### src/rtl/qspi_sram_arbiter_if.sv
// -----------------------------------------------------------------------------
// qspi_sram_arbiter_if
// Bus bundle between the two core-side requesters, the arbiter and the
// QSPIShifter SRAM datapath.
//   m0_* / m1_*      : requester ports (req/we/addr/wdata in, ack/err/rdata out)
//   shf_*            : shifter strobes, address, data and completion (cs_n)
//   busy             : arbiter is not idle
// Modports:
//   slave  - the arbiter's view (receives requests, drives the shifter)
//   master - the environment's view (requesters plus shifter)
// -----------------------------------------------------------------------------
interface qspi_sram_arbiter_if #(
   parameter int AW = 32,
   parameter int DW = 32
);
   logic          m0_req;
   logic          m0_we;
   logic [AW-1:0] m0_addr;
   logic [DW-1:0] m0_wdata;
   logic          m0_ack;
   logic          m0_err;
   logic [DW-1:0] m0_rdata;

   logic          m1_req;
   logic          m1_we;
   logic [AW-1:0] m1_addr;
   logic [DW-1:0] m1_wdata;
   logic          m1_ack;
   logic          m1_err;
   logic [DW-1:0] m1_rdata;

   logic          shf_re;
   logic          shf_we;
   logic [AW-1:0] shf_address;
   logic [DW-1:0] shf_data_in;
   logic          shf_cs_n;
   logic [DW-1:0] shf_data_out;

   logic          busy;

   modport slave (
      input  m0_req, m0_we, m0_addr, m0_wdata,
      input  m1_req, m1_we, m1_addr, m1_wdata,
      input  shf_cs_n, shf_data_out,
      output m0_ack, m0_err, m0_rdata,
      output m1_ack, m1_err, m1_rdata,
      output shf_re, shf_we, shf_address, shf_data_in,
      output busy
   );

   modport master (
      output m0_req, m0_we, m0_addr, m0_wdata,
      output m1_req, m1_we, m1_addr, m1_wdata,
      output shf_cs_n, shf_data_out,
      input  m0_ack, m0_err, m0_rdata,
      input  m1_ack, m1_err, m1_rdata,
      input  shf_re, shf_we, shf_address, shf_data_in,
      input  busy
   );
endinterface

### src/rtl/qspi_sram_arbiter.sv
// -----------------------------------------------------------------------------
// qspi_sram_arbiter
// Two-port round-robin arbiter and sequencer in front of the QSPIShifter.
// One word read or write is granted at a time; the shifter strobe is held
// until cs_n has fallen and risen again (or a wait times out), then the
// winner receives a one-cycle ack (with read data) or err pulse.
// Ports:
//   clk    - system clock, rising edge
//   reset  - synchronous, active-high
//   bus    - qspi_sram_arbiter_if.slave: requesters, shifter and busy
// Parameters:
//   AW, DW   - address / data width
//   TIMEOUT  - max cycles waiting for cs_n to fall (ISSUE) or rise (BUSY), >= 2
// -----------------------------------------------------------------------------
module qspi_sram_arbiter #(
   parameter int AW      = 32,
   parameter int DW      = 32,
   parameter int TIMEOUT = 64
) (
   input logic                clk,
   input logic                reset,
   qspi_sram_arbiter_if.slave bus
);

   localparam int            TW   = $clog2(TIMEOUT) + 1;
   localparam logic [TW-1:0] TMAX = TW'(TIMEOUT - 1);
   localparam logic [TW-1:0] TSAT = {TW{1'b1}};

   typedef enum logic [1:0] {
      ST_IDLE  = 2'd0,
      ST_ISSUE = 2'd1,
      ST_BUSY  = 2'd2,
      ST_DONE  = 2'd3
   } state_t;

   state_t        state_q, state_d;
   logic [TW-1:0] timer_q, timer_d;
   logic          last_grant_q, last_grant_d;
   logic          win_q, win_d;          // 0 = port 0, 1 = port 1
   logic          op_we_q, op_we_d;      // latched direction of the granted op
   logic          re_q, re_d;
   logic          we_q, we_d;
   logic [AW-1:0] addr_q, addr_d;
   logic [DW-1:0] wdata_q, wdata_d;
   logic          ack0_q, ack0_d, ack1_q, ack1_d;
   logic          err0_q, err0_d, err1_q, err1_d;
   logic [DW-1:0] rdata0_q, rdata0_d, rdata1_q, rdata1_d;
   logic          busy_q, busy_d;

   logic          any_req_s;
   logic          grant1_s;
   logic          timeout_s;

   assign any_req_s = bus.m0_req | bus.m1_req;
   // Port 1 wins when alone, or on a tie when port 0 had the last grant.
   assign grant1_s  = bus.m1_req & (~bus.m0_req | ~last_grant_q);
   assign timeout_s = (timer_q == TMAX);

   // State and output registers, cleared by synchronous reset
   always_ff @(posedge clk) begin
      if (reset) begin
         state_q      <= ST_IDLE;
         timer_q      <= '0;
         last_grant_q <= 1'b1;
         win_q        <= 1'b0;
         op_we_q      <= 1'b0;
         re_q         <= 1'b0;
         we_q         <= 1'b0;
         addr_q       <= '0;
         wdata_q      <= '0;
         ack0_q       <= 1'b0;
         ack1_q       <= 1'b0;
         err0_q       <= 1'b0;
         err1_q       <= 1'b0;
         rdata0_q     <= '0;
         rdata1_q     <= '0;
         busy_q       <= 1'b0;
      end else begin
         state_q      <= state_d;
         timer_q      <= timer_d;
         last_grant_q <= last_grant_d;
         win_q        <= win_d;
         op_we_q      <= op_we_d;
         re_q         <= re_d;
         we_q         <= we_d;
         addr_q       <= addr_d;
         wdata_q      <= wdata_d;
         ack0_q       <= ack0_d;
         ack1_q       <= ack1_d;
         err0_q       <= err0_d;
         err1_q       <= err1_d;
         rdata0_q     <= rdata0_d;
         rdata1_q     <= rdata1_d;
         busy_q       <= busy_d;
      end
   end

   // Next-state logic; cs_n is checked before the timer so an edge seen on
   // the last allowed cycle still counts as success.
   always_comb begin
      state_d = state_q;
      case (state_q)
         ST_IDLE: begin
            if (any_req_s) begin
               state_d = ST_ISSUE;
            end else begin
               state_d = ST_IDLE;
            end
         end
         ST_ISSUE: begin
            if (!bus.shf_cs_n) begin
               state_d = ST_BUSY;
            end else if (timeout_s) begin
               state_d = ST_DONE;
            end else begin
               state_d = ST_ISSUE;
            end
         end
         ST_BUSY: begin
            if (bus.shf_cs_n || timeout_s) begin
               state_d = ST_DONE;
            end else begin
               state_d = ST_BUSY;
            end
         end
         ST_DONE: state_d = ST_IDLE;
         default: state_d = ST_IDLE;
      endcase
   end

   // Next values of the registered outputs and datapath
   always_comb begin
      if (state_d != state_q) begin
         timer_d = '0;
      end else if (timer_q == TSAT) begin
         timer_d = timer_q;
      end else begin
         timer_d = timer_q + TW'(1);
      end

      last_grant_d = last_grant_q;
      win_d        = win_q;
      op_we_d      = op_we_q;
      re_d         = re_q;
      we_d         = we_q;
      addr_d       = addr_q;
      wdata_d      = wdata_q;
      ack0_d       = 1'b0;
      ack1_d       = 1'b0;
      err0_d       = 1'b0;
      err1_d       = 1'b0;
      rdata0_d     = rdata0_q;
      rdata1_d     = rdata1_q;
      busy_d       = (state_d != ST_IDLE);

      case (state_q)
         ST_IDLE: begin
            if (any_req_s) begin
               win_d        = grant1_s;
               last_grant_d = grant1_s;
               if (grant1_s) begin
                  op_we_d = bus.m1_we;
                  addr_d  = bus.m1_addr;
                  wdata_d = bus.m1_wdata;
               end else begin
                  op_we_d = bus.m0_we;
                  addr_d  = bus.m0_addr;
                  wdata_d = bus.m0_wdata;
               end
               re_d = ~op_we_d;
               we_d = op_we_d;
            end else begin
               win_d = win_q;
            end
         end
         ST_ISSUE: begin
            if (bus.shf_cs_n && timeout_s) begin
               re_d   = 1'b0;
               we_d   = 1'b0;
               err0_d = ~win_q;
               err1_d = win_q;
            end else begin
               win_d = win_q;
            end
         end
         ST_BUSY: begin
            if (bus.shf_cs_n) begin
               re_d   = 1'b0;
               we_d   = 1'b0;
               ack0_d = ~win_q;
               ack1_d = win_q;
               // Read data is captured on the cs_n rise and shown with ack.
               if (!op_we_q && !win_q) begin
                  rdata0_d = bus.shf_data_out;
               end else if (!op_we_q && win_q) begin
                  rdata1_d = bus.shf_data_out;
               end else begin
                  rdata0_d = rdata0_q;
               end
            end else if (timeout_s) begin
               re_d   = 1'b0;
               we_d   = 1'b0;
               err0_d = ~win_q;
               err1_d = win_q;
            end else begin
               win_d = win_q;
            end
         end
         ST_DONE: win_d = win_q;
         default: win_d = win_q;
      endcase
   end

   assign bus.shf_re      = re_q;
   assign bus.shf_we      = we_q;
   assign bus.shf_address = addr_q;
   assign bus.shf_data_in = wdata_q;
   assign bus.m0_ack      = ack0_q;
   assign bus.m0_err      = err0_q;
   assign bus.m0_rdata    = rdata0_q;
   assign bus.m1_ack      = ack1_q;
   assign bus.m1_err      = err1_q;
   assign bus.m1_rdata    = rdata1_q;
   assign bus.busy        = busy_q;

endmodule

### src/flat_wrapper.sv
// flat-port wrapper written by rule: the top's interface ports become plain ports
module qspi_sram_arbiter_flat 
#(
   parameter int AW      = 32,
   parameter int DW      = 32,
   parameter int TIMEOUT = 64
)
  (clk, reset, bus_m0_req, bus_m0_we, bus_m0_addr, bus_m0_wdata, bus_m1_req, bus_m1_we, bus_m1_addr, bus_m1_wdata, bus_shf_cs_n, bus_shf_data_out, bus_m0_ack, bus_m0_err, bus_m0_rdata, bus_m1_ack, bus_m1_err, bus_m1_rdata, bus_shf_re, bus_shf_we, bus_shf_address, bus_shf_data_in, bus_busy);
  qspi_sram_arbiter_if #(.AW(AW), .DW(DW)) bus_i ();
  input logic clk;
  input logic reset;
  input wire logic [$bits(bus_i.m0_req)-1:0] bus_m0_req;
  input wire logic [$bits(bus_i.m0_we)-1:0] bus_m0_we;
  input wire logic [$bits(bus_i.m0_addr)-1:0] bus_m0_addr;
  input wire logic [$bits(bus_i.m0_wdata)-1:0] bus_m0_wdata;
  input wire logic [$bits(bus_i.m1_req)-1:0] bus_m1_req;
  input wire logic [$bits(bus_i.m1_we)-1:0] bus_m1_we;
  input wire logic [$bits(bus_i.m1_addr)-1:0] bus_m1_addr;
  input wire logic [$bits(bus_i.m1_wdata)-1:0] bus_m1_wdata;
  input wire logic [$bits(bus_i.shf_cs_n)-1:0] bus_shf_cs_n;
  input wire logic [$bits(bus_i.shf_data_out)-1:0] bus_shf_data_out;
  output wire logic [$bits(bus_i.m0_ack)-1:0] bus_m0_ack;
  output wire logic [$bits(bus_i.m0_err)-1:0] bus_m0_err;
  output wire logic [$bits(bus_i.m0_rdata)-1:0] bus_m0_rdata;
  output wire logic [$bits(bus_i.m1_ack)-1:0] bus_m1_ack;
  output wire logic [$bits(bus_i.m1_err)-1:0] bus_m1_err;
  output wire logic [$bits(bus_i.m1_rdata)-1:0] bus_m1_rdata;
  output wire logic [$bits(bus_i.shf_re)-1:0] bus_shf_re;
  output wire logic [$bits(bus_i.shf_we)-1:0] bus_shf_we;
  output wire logic [$bits(bus_i.shf_address)-1:0] bus_shf_address;
  output wire logic [$bits(bus_i.shf_data_in)-1:0] bus_shf_data_in;
  output wire logic [$bits(bus_i.busy)-1:0] bus_busy;
  assign bus_i.m0_req = bus_m0_req;
  assign bus_i.m0_we = bus_m0_we;
  assign bus_i.m0_addr = bus_m0_addr;
  assign bus_i.m0_wdata = bus_m0_wdata;
  assign bus_i.m1_req = bus_m1_req;
  assign bus_i.m1_we = bus_m1_we;
  assign bus_i.m1_addr = bus_m1_addr;
  assign bus_i.m1_wdata = bus_m1_wdata;
  assign bus_i.shf_cs_n = bus_shf_cs_n;
  assign bus_i.shf_data_out = bus_shf_data_out;
  assign bus_m0_ack = bus_i.m0_ack;
  assign bus_m0_err = bus_i.m0_err;
  assign bus_m0_rdata = bus_i.m0_rdata;
  assign bus_m1_ack = bus_i.m1_ack;
  assign bus_m1_err = bus_i.m1_err;
  assign bus_m1_rdata = bus_i.m1_rdata;
  assign bus_shf_re = bus_i.shf_re;
  assign bus_shf_we = bus_i.shf_we;
  assign bus_shf_address = bus_i.shf_address;
  assign bus_shf_data_in = bus_i.shf_data_in;
  assign bus_busy = bus_i.busy;
  qspi_sram_arbiter #(.AW(AW), .DW(DW), .TIMEOUT(TIMEOUT)) u_core (.clk(clk), .reset(reset), .bus(bus_i));
endmodule
### config.mk
export PLATFORM = sky130hd
export DESIGN_NAME = qspi_sram_arbiter_flat
export DESIGN_NICKNAME = d
export VERILOG_FILES = /design/src/rtl/qspi_sram_arbiter_if.sv /design/src/rtl/qspi_sram_arbiter.sv /design/src/flat_wrapper.sv
export SDC_FILE = /design/constraint.sdc
export NUM_CORES = 1
export LEC_CHECK = 0
export CORE_AREA = 2 2 117 119
export CTS_BUF_LIST = sky130_fd_sc_hd__clkbuf_4 sky130_fd_sc_hd__clkbuf_8
export CTS_CLUSTER_SIZE = 28
export DETAILED_ROUTE_END_ITERATION = 7
export DIE_AREA = 0 0 119 121
export DONT_BUFFER_PORTS = 1
export SYNTH_ARGS = -nofsm -noshare
export SYNTH_HDL_FRONTEND = slang
export SYNTH_SLANG_ARGS = --single-unit
### constraint.sdc
create_clock -name clk -period 2.17 [get_ports clk]
set_input_delay 0.3255 -clock clk [delete_from_list [all_inputs] [get_ports clk]]
set_output_delay 0.3255 -clock clk [all_outputs]
set_load 0.05 [all_outputs]
# Word-level counts from Yosys, hierarchy flattened
# Index checks and enable logic that the tools add are counted.
[classes] n_mux=27 n_bitwise=11 eq_ne=9 n_reduce_logical=17 n_addsub=1
[ops] cell="2-to-1 mux 32 bit" count=2
[ops] cell="2-to-1 mux 1 bit" count=18
[ops] cell="NOT 1 bit" count=8
[ops] cell="case mux 2 bit (4 select lines)" count=1
[ops] cell="AND reduction 4 bit" count=2
[ops] cell="adder 7 x 1 -> 7 bit, second input constant" count=1
[ops] cell="== test 7 x 6 -> 1 bit, second input constant" count=1
[ops] cell="== test 7 bit, second input constant" count=1
[ops] cell="case mux 1 bit (3 select lines)" count=2
[ops] cell="OR reduction 3 bit" count=2
[ops] cell="== test 2 bit, second input constant" count=2
[ops] cell="2-to-1 mux 2 bit" count=2
[ops] cell="!= test 2 x 1 -> 1 bit, second input constant" count=2
[ops] cell="case mux 1 bit (2 select lines)" count=2
[ops] cell="AND reduction 2 bit" count=2
[ops] cell="logical AND 1 bit" count=3
[ops] cell="!= test 3 x 2 -> 1 bit, second input constant" count=1
[ops] cell="AND reduction 3 bit" count=1
[ops] cell="nonzero test 3 bit" count=1
[ops] cell="== test 2 x 1 -> 1 bit, second input constant" count=1
[ops] cell="logical NOT 1 bit" count=2
[ops] cell="logical NOT 2 bit" count=1
[ops] cell="!= test 2 bit" count=1
[ops] cell="OR 1 bit" count=2
[ops] cell="4 further kinds" count=4
[totals] elab_cells=81 register_bits=147

# Longest topological paths before layout
[logic_depth] depth_word=9 ltp_mapped=9 mapped_depth_nobuf=6

# Least setup slack after synthesis
# Ideal clock, no wire load.
[synth_timing] kind="register to register" start="reg u_core.state_q[0]" end="reg u_core.timer_q[0]" n_path_buf=1 path_slack_ns=0.214 path_stages_with_launch=8 t_arrival_ns=1.809 path_cell_list="dfxtp_1 -> clkbuf_1 -> inv_1 -> ha_1 -> o21a_1 -> o2bb2ai_1 -> o211ai_1 -> nor4_1"
[synth_between] elab_chain_cells=4
[synth_lines] item="start, declared" line_no="qspi_sram_arbiter.sv:36" source="state_t state_q, state_d;"
[synth_lines] item="start signal, assigned" line_no="qspi_sram_arbiter.sv:79" source="state_q <= state_d;"
[synth_lines] item="== test 2 bit, or another cell as far along" line_no="qspi_sram_arbiter.sv:102" source="case (state_q)"
[synth_lines] item="case mux 2 bit (4 select lines)" line_no="qspi_sram_arbiter.sv:102"
[synth_lines] item="!= test 2 bit *" line_no="qspi_sram_arbiter.sv:133" source="if (state_d != state_q) begin"
[synth_lines] item="OR reduction 2 bit (no source line) *"
[synth_lines] item="end signal, assigned" line_no="qspi_sram_arbiter.sv:80" source="timer_q <= timer_d;"
[synth_lines] item="end, declared" line_no="qspi_sram_arbiter.sv:37" source="logic [TW-1:0] timer_q, timer_d;"
# Mark *: on every way between the ends. The rest lies on a longest branch, timed or not.
# A chain may end at the register's enable or synchronous reset.

# Final worst setup path
[layout_timing] start="reg u_core.timer_q[0]" end="reg u_core.busy_q, in the netlist u_core.bus.busy"
[layout_between] elab_chain_cells=5
[layout_lines] item="== test 7 x 6 -> 1 bit *" line_no="qspi_sram_arbiter.sv:57" source="assign timeout_s = (timer_q == TMAX);"
[layout_lines] item="2-to-1 mux 2 bit / logical OR 1 bit (equally long branches)" line_no="qspi_sram_arbiter.sv:113, qspi_sram_arbiter.sv:120"
[layout_lines] item="2-to-1 mux 2 bit / 2-to-1 mux 1 bit (equally long branches)" line_no="qspi_sram_arbiter.sv:111, qspi_sram_arbiter.sv:120"
[layout_lines] item="case mux 2 bit (4 select lines) *" line_no="qspi_sram_arbiter.sv:102"
[layout_lines] item="nonzero test 2 bit *" line_no="qspi_sram_arbiter.sv:154" source="busy_d = (state_d != ST_IDLE);"
[layout_lines] item="end signal, assigned" line_no="qspi_sram_arbiter.sv:94" source="busy_q <= busy_d;"
[layout_lines] item="end, declared" line_no="qspi_sram_arbiter.sv:48" source="logic busy_q, busy_d;"
# Marks and branches as above.

==> impl_metrics.env <==
export IMPL_outcome="finished, violations left"
export IMPL_violations="hold timing"
export IMPL_min_path_cells=1
export IMPL_track_usage_pct=21.4
export IMPL_synth_largest_area_cell="dfxtp_1"
export IMPL_crit_arrival_ps=2460
export IMPL_drv_slew=0
export IMPL_ys_ff_latch=147
export IMPL_hold_violations=11
export IMPL_grtUsageMet2_pct=38.9
export IMPL_grt_pass1_wl_um=24000
export IMPL_setup_tns_ps=0
export IMPL_timing_rr_end="u_core.bus.busy$_SDFF_PP0_"
export IMPL_clk_pin_slew_worst_paths_ps=80
export IMPL_synth_area_leaders="dfxtp_1, mux2i_1, nand2_1"
export IMPL_cts_tree="built"
export IMPL_period_needed_ps=2070
export IMPL_setup_viol=0
export IMPL_ys_seq_area_share_pct=49.0
export IMPL_row_count=42
export IMPL_wl_per_cell_um=18.4
export IMPL_multi_input_area_mm2=0.00284
export IMPL_finalPower_mw=6.40
export IMPL_first_pass_iters=7
export IMPL_clock_skew_ps=9.84
export IMPL_final_common_cell="dfxtp_1"
export IMPL_dr_first_iter_drc_count=253
export IMPL_die_y_um=121
export IMPL_insertion_delay_ps=450
export IMPL_place_ws_ps=160
export IMPL_fin_nets=848
export IMPL_hpwlAfterDp_um=11800
export IMPL_ff_latch_area_mm2=0.00294
export IMPL_rsz0062_at_grt="yes"
export IMPL_final_period_utilization_pct=95.5
export IMPL_die_w_um=119
export IMPL_grt_pass1_vias=4585
export IMPL_relSlewSlack_pct=51.2
export IMPL_dieArea_mm2=0.0144
export IMPL_syn_nets=856
export IMPL_cp_data_required_time_ps=2550
export IMPL_synthCells=683
export IMPL_endpoint_kind="flop"
export IMPL_detail_route_antenna_nets=0
export IMPL_min_from="reset"
export IMPL_fmax_mhz=482
export IMPL_r2r_start="u_core.timer_q[0]$_SDFFE_PP0P_"
export IMPL_postSynthAreaPerCell_um2=8.79
export IMPL_h_tree_depth=4
export IMPL_cts_buffers=17
export IMPL_syn_area_mm2=0.00600
export IMPL_ir_drop_uv=406
export IMPL_hold_path_endpoint="u_core.bus.shf_address[30]$_SDFFE_PP0P_"
export IMPL_top_usage_layer="met2"
export IMPL_asyncSetResetFlopFracSynth_pct=0
export IMPL_post_cts_repair_setup_buffers=0
export IMPL_wl_um=15900
export IMPL_numPortBuffers=0
export IMPL_drive_gt1_share_pct=9.45
export IMPL_ctsLongestPathBuffers=2
export IMPL_worstSetupPathType="flop to flop"
export IMPL_fp_coreArea_mm2=0.0131
export IMPL_tightest_slew_ps=712
export IMPL_cellLeakagePower_nw=2.44
export IMPL_critPathMaxFanout=4
export IMPL_whs_ps=-48.9
export IMPL_synth_top_cell_area_share_pct=49.0
export IMPL_min_path_type="input pin to flop"
export IMPL_vias=4783
export IMPL_power_density_mw_per_mm2=945
export IMPL_layout_common_cells="dfxtp_1, nand2_1, nor2_1"
export IMPL_grt_use_met1_pct=22.7
export IMPL_via_per_inst=5.54
export IMPL_placed_cells=823
export IMPL_synthFlopType="dfxtp_1"
export IMPL_cts_sinks=147
export IMPL_drcViolationCount=0
export IMPL_diodes=0
export IMPL_n_fill_cell=1219
export IMPL_grt_overflow=0
export IMPL_synth_cell_types=44
export IMPL_grt_max_degree=138
export IMPL_clockRootBuffer="clkbuf_8"
export IMPL_syn2layout_area_growth_pct=12.9
export IMPL_grt_antenna_before_repair=0
export IMPL_grt_use_met3_pct=7.61
export IMPL_synth_edff_count=0
export IMPL_r2r_cells=6
export IMPL_maxCapViolCount=0
export IMPL_fin_cells=864
export IMPL_io_pins=302
export IMPL_start_kind="flop"
export IMPL_yosysWarnings=0
export IMPL_place_congestion=0.897
export IMPL_start_util_pct=45.9
export IMPL_worst_slack_ps=96.8
export IMPL_rrSetupSlack_ps=100
-- flip-flops by register name (all words and copies together) (netlist names) --
name	count
u_core.state_q	2
u_core.bus.m1_ack	1
u_core.bus.shf_data_in	32
u_core.bus.m0_err	1
u_core.bus.busy	1
u_core.bus.shf_re	1
u_core.bus.m1_err	1
u_core.win_q	1
u_core.bus.shf_address	32
u_core.bus.m0_rdata	32
u_core.timer_q	7
u_core.last_grant_q	1
u_core.op_we_q	1
u_core.bus.m0_ack	1
u_core.bus.m1_rdata	32
u_core.bus.shf_we	1
-- critical path, cell delays in order (launching register included) --
cell and delay, ps:
dfxtp_1 390, ha_1 240, nand3_1 170, o31ai_1 340, a31oi_1 180, a21oi_1 160, dlygate4sd3_1 550
-- how the worst max path moves through the flow --
stage,end,from,cells after the start
final,u_core.bus.busy$_SDFF_PP0_,u_core.timer_q[0]$_SDFFE_PP0P_,6
after global routing,u_core.bus.busy$_SDFF_PP0_,u_core.timer_q[1]$_SDFFE_PP0P_,6
after CTS,u_core.win_q$_SDFFE_PP0P_,u_core.state_q[1]$_SDFF_PP0_,7
after detailed placement,u_core.timer_q[6]$_SDFFE_PP0P_,u_core.timer_q[0]$_SDFFE_PP0P_,5
after global placement,u_core.timer_q[5]$_SDFFE_PP0P_,u_core.timer_q[0]$_SDFFE_PP0P_,5
after floorplan,u_core.timer_q[0]$_SDFFE_PP0P_,u_core.state_q[0]$_SDFF_PP0_,7
-- synthesized netlist by cell type, drive strengths merged, types with 2 or more instances --
cell / instances
dfxtp: 147
nand2: 134
nor2: 76
a21oi: 69
mux2i: 68
a211oi: 65
clkbuf: 43
buf: 12
nor3: 7
ha: 6
nand3: 6
nor4: 6
inv: 5
and3: 3
nor2b: 3
o21ai: 3
o31ai: 3
a21boi: 2
a31o: 2
a31oi: 2
and2: 2
or3: 2
-- layout make-up --
class	count	share of cell area (%)
clock buffer	20	3.97
inverter	5	0.277
timing repair buffer	28	4.54
sequential	147	43.4
tap	176	3.25
clock inverter	12	2.60
multi-input combinational	476	41.9
-- cell families (layout without fill, tap and decap cells) --
| logic type | count (synthesis) | after routing | synth area share (%) |
|---|---|---|---|
| AOI/OAI and AO/OA | 155 | 155 | 16.8 |
| and+or+nand+nor | 244 | 244 | 16.9 |
| adders and majority gates | 6 | 6 | 1.25 |
| buffers and inverters | 60 | 65 | 4.19 |
| DFF | 147 | 147 | 49.0 |
| xor gates and xnor gates | 2 | 2 | 0.292 |
| muxes | 69 | 69 | 11.5 |
-- power breakdown --
group	switching, mW	internal (mW)
registers	0.629	2.85
clock network	1.03	1.33
logic	0.304	0.264
total	1.96	4.44
-- routing by layer --
metal | routed length [um] | share of wire (%)
met1 | 5870 | 37
met3 | 1300 | 8.2
met5 | 0 | 0
met2 | 8370 | 53
met4 | 351 | 2.2
-- metrics by stage --
stage	util, %	cell area (um^2)	hold slack [ps]
2_1_floorplan	-	6000	445
3_3_place_gp	47.7	6240	406
3_5_place_dp	47.7	6240	410
4_1_cts	51.5	6740	-77.9
5_1_grt	51.8	6780	-86.5
6_report	51.8	6780	-48.9
-- repair_timing --
action / in CTS / in global routing
hold buffers: 6 / 3
hold endpoints to repair: 135 / 123
endpoints found under the setup margin: 0 / 9
resized for setup: 0 / 2
(Power assumes the default switching activity.)
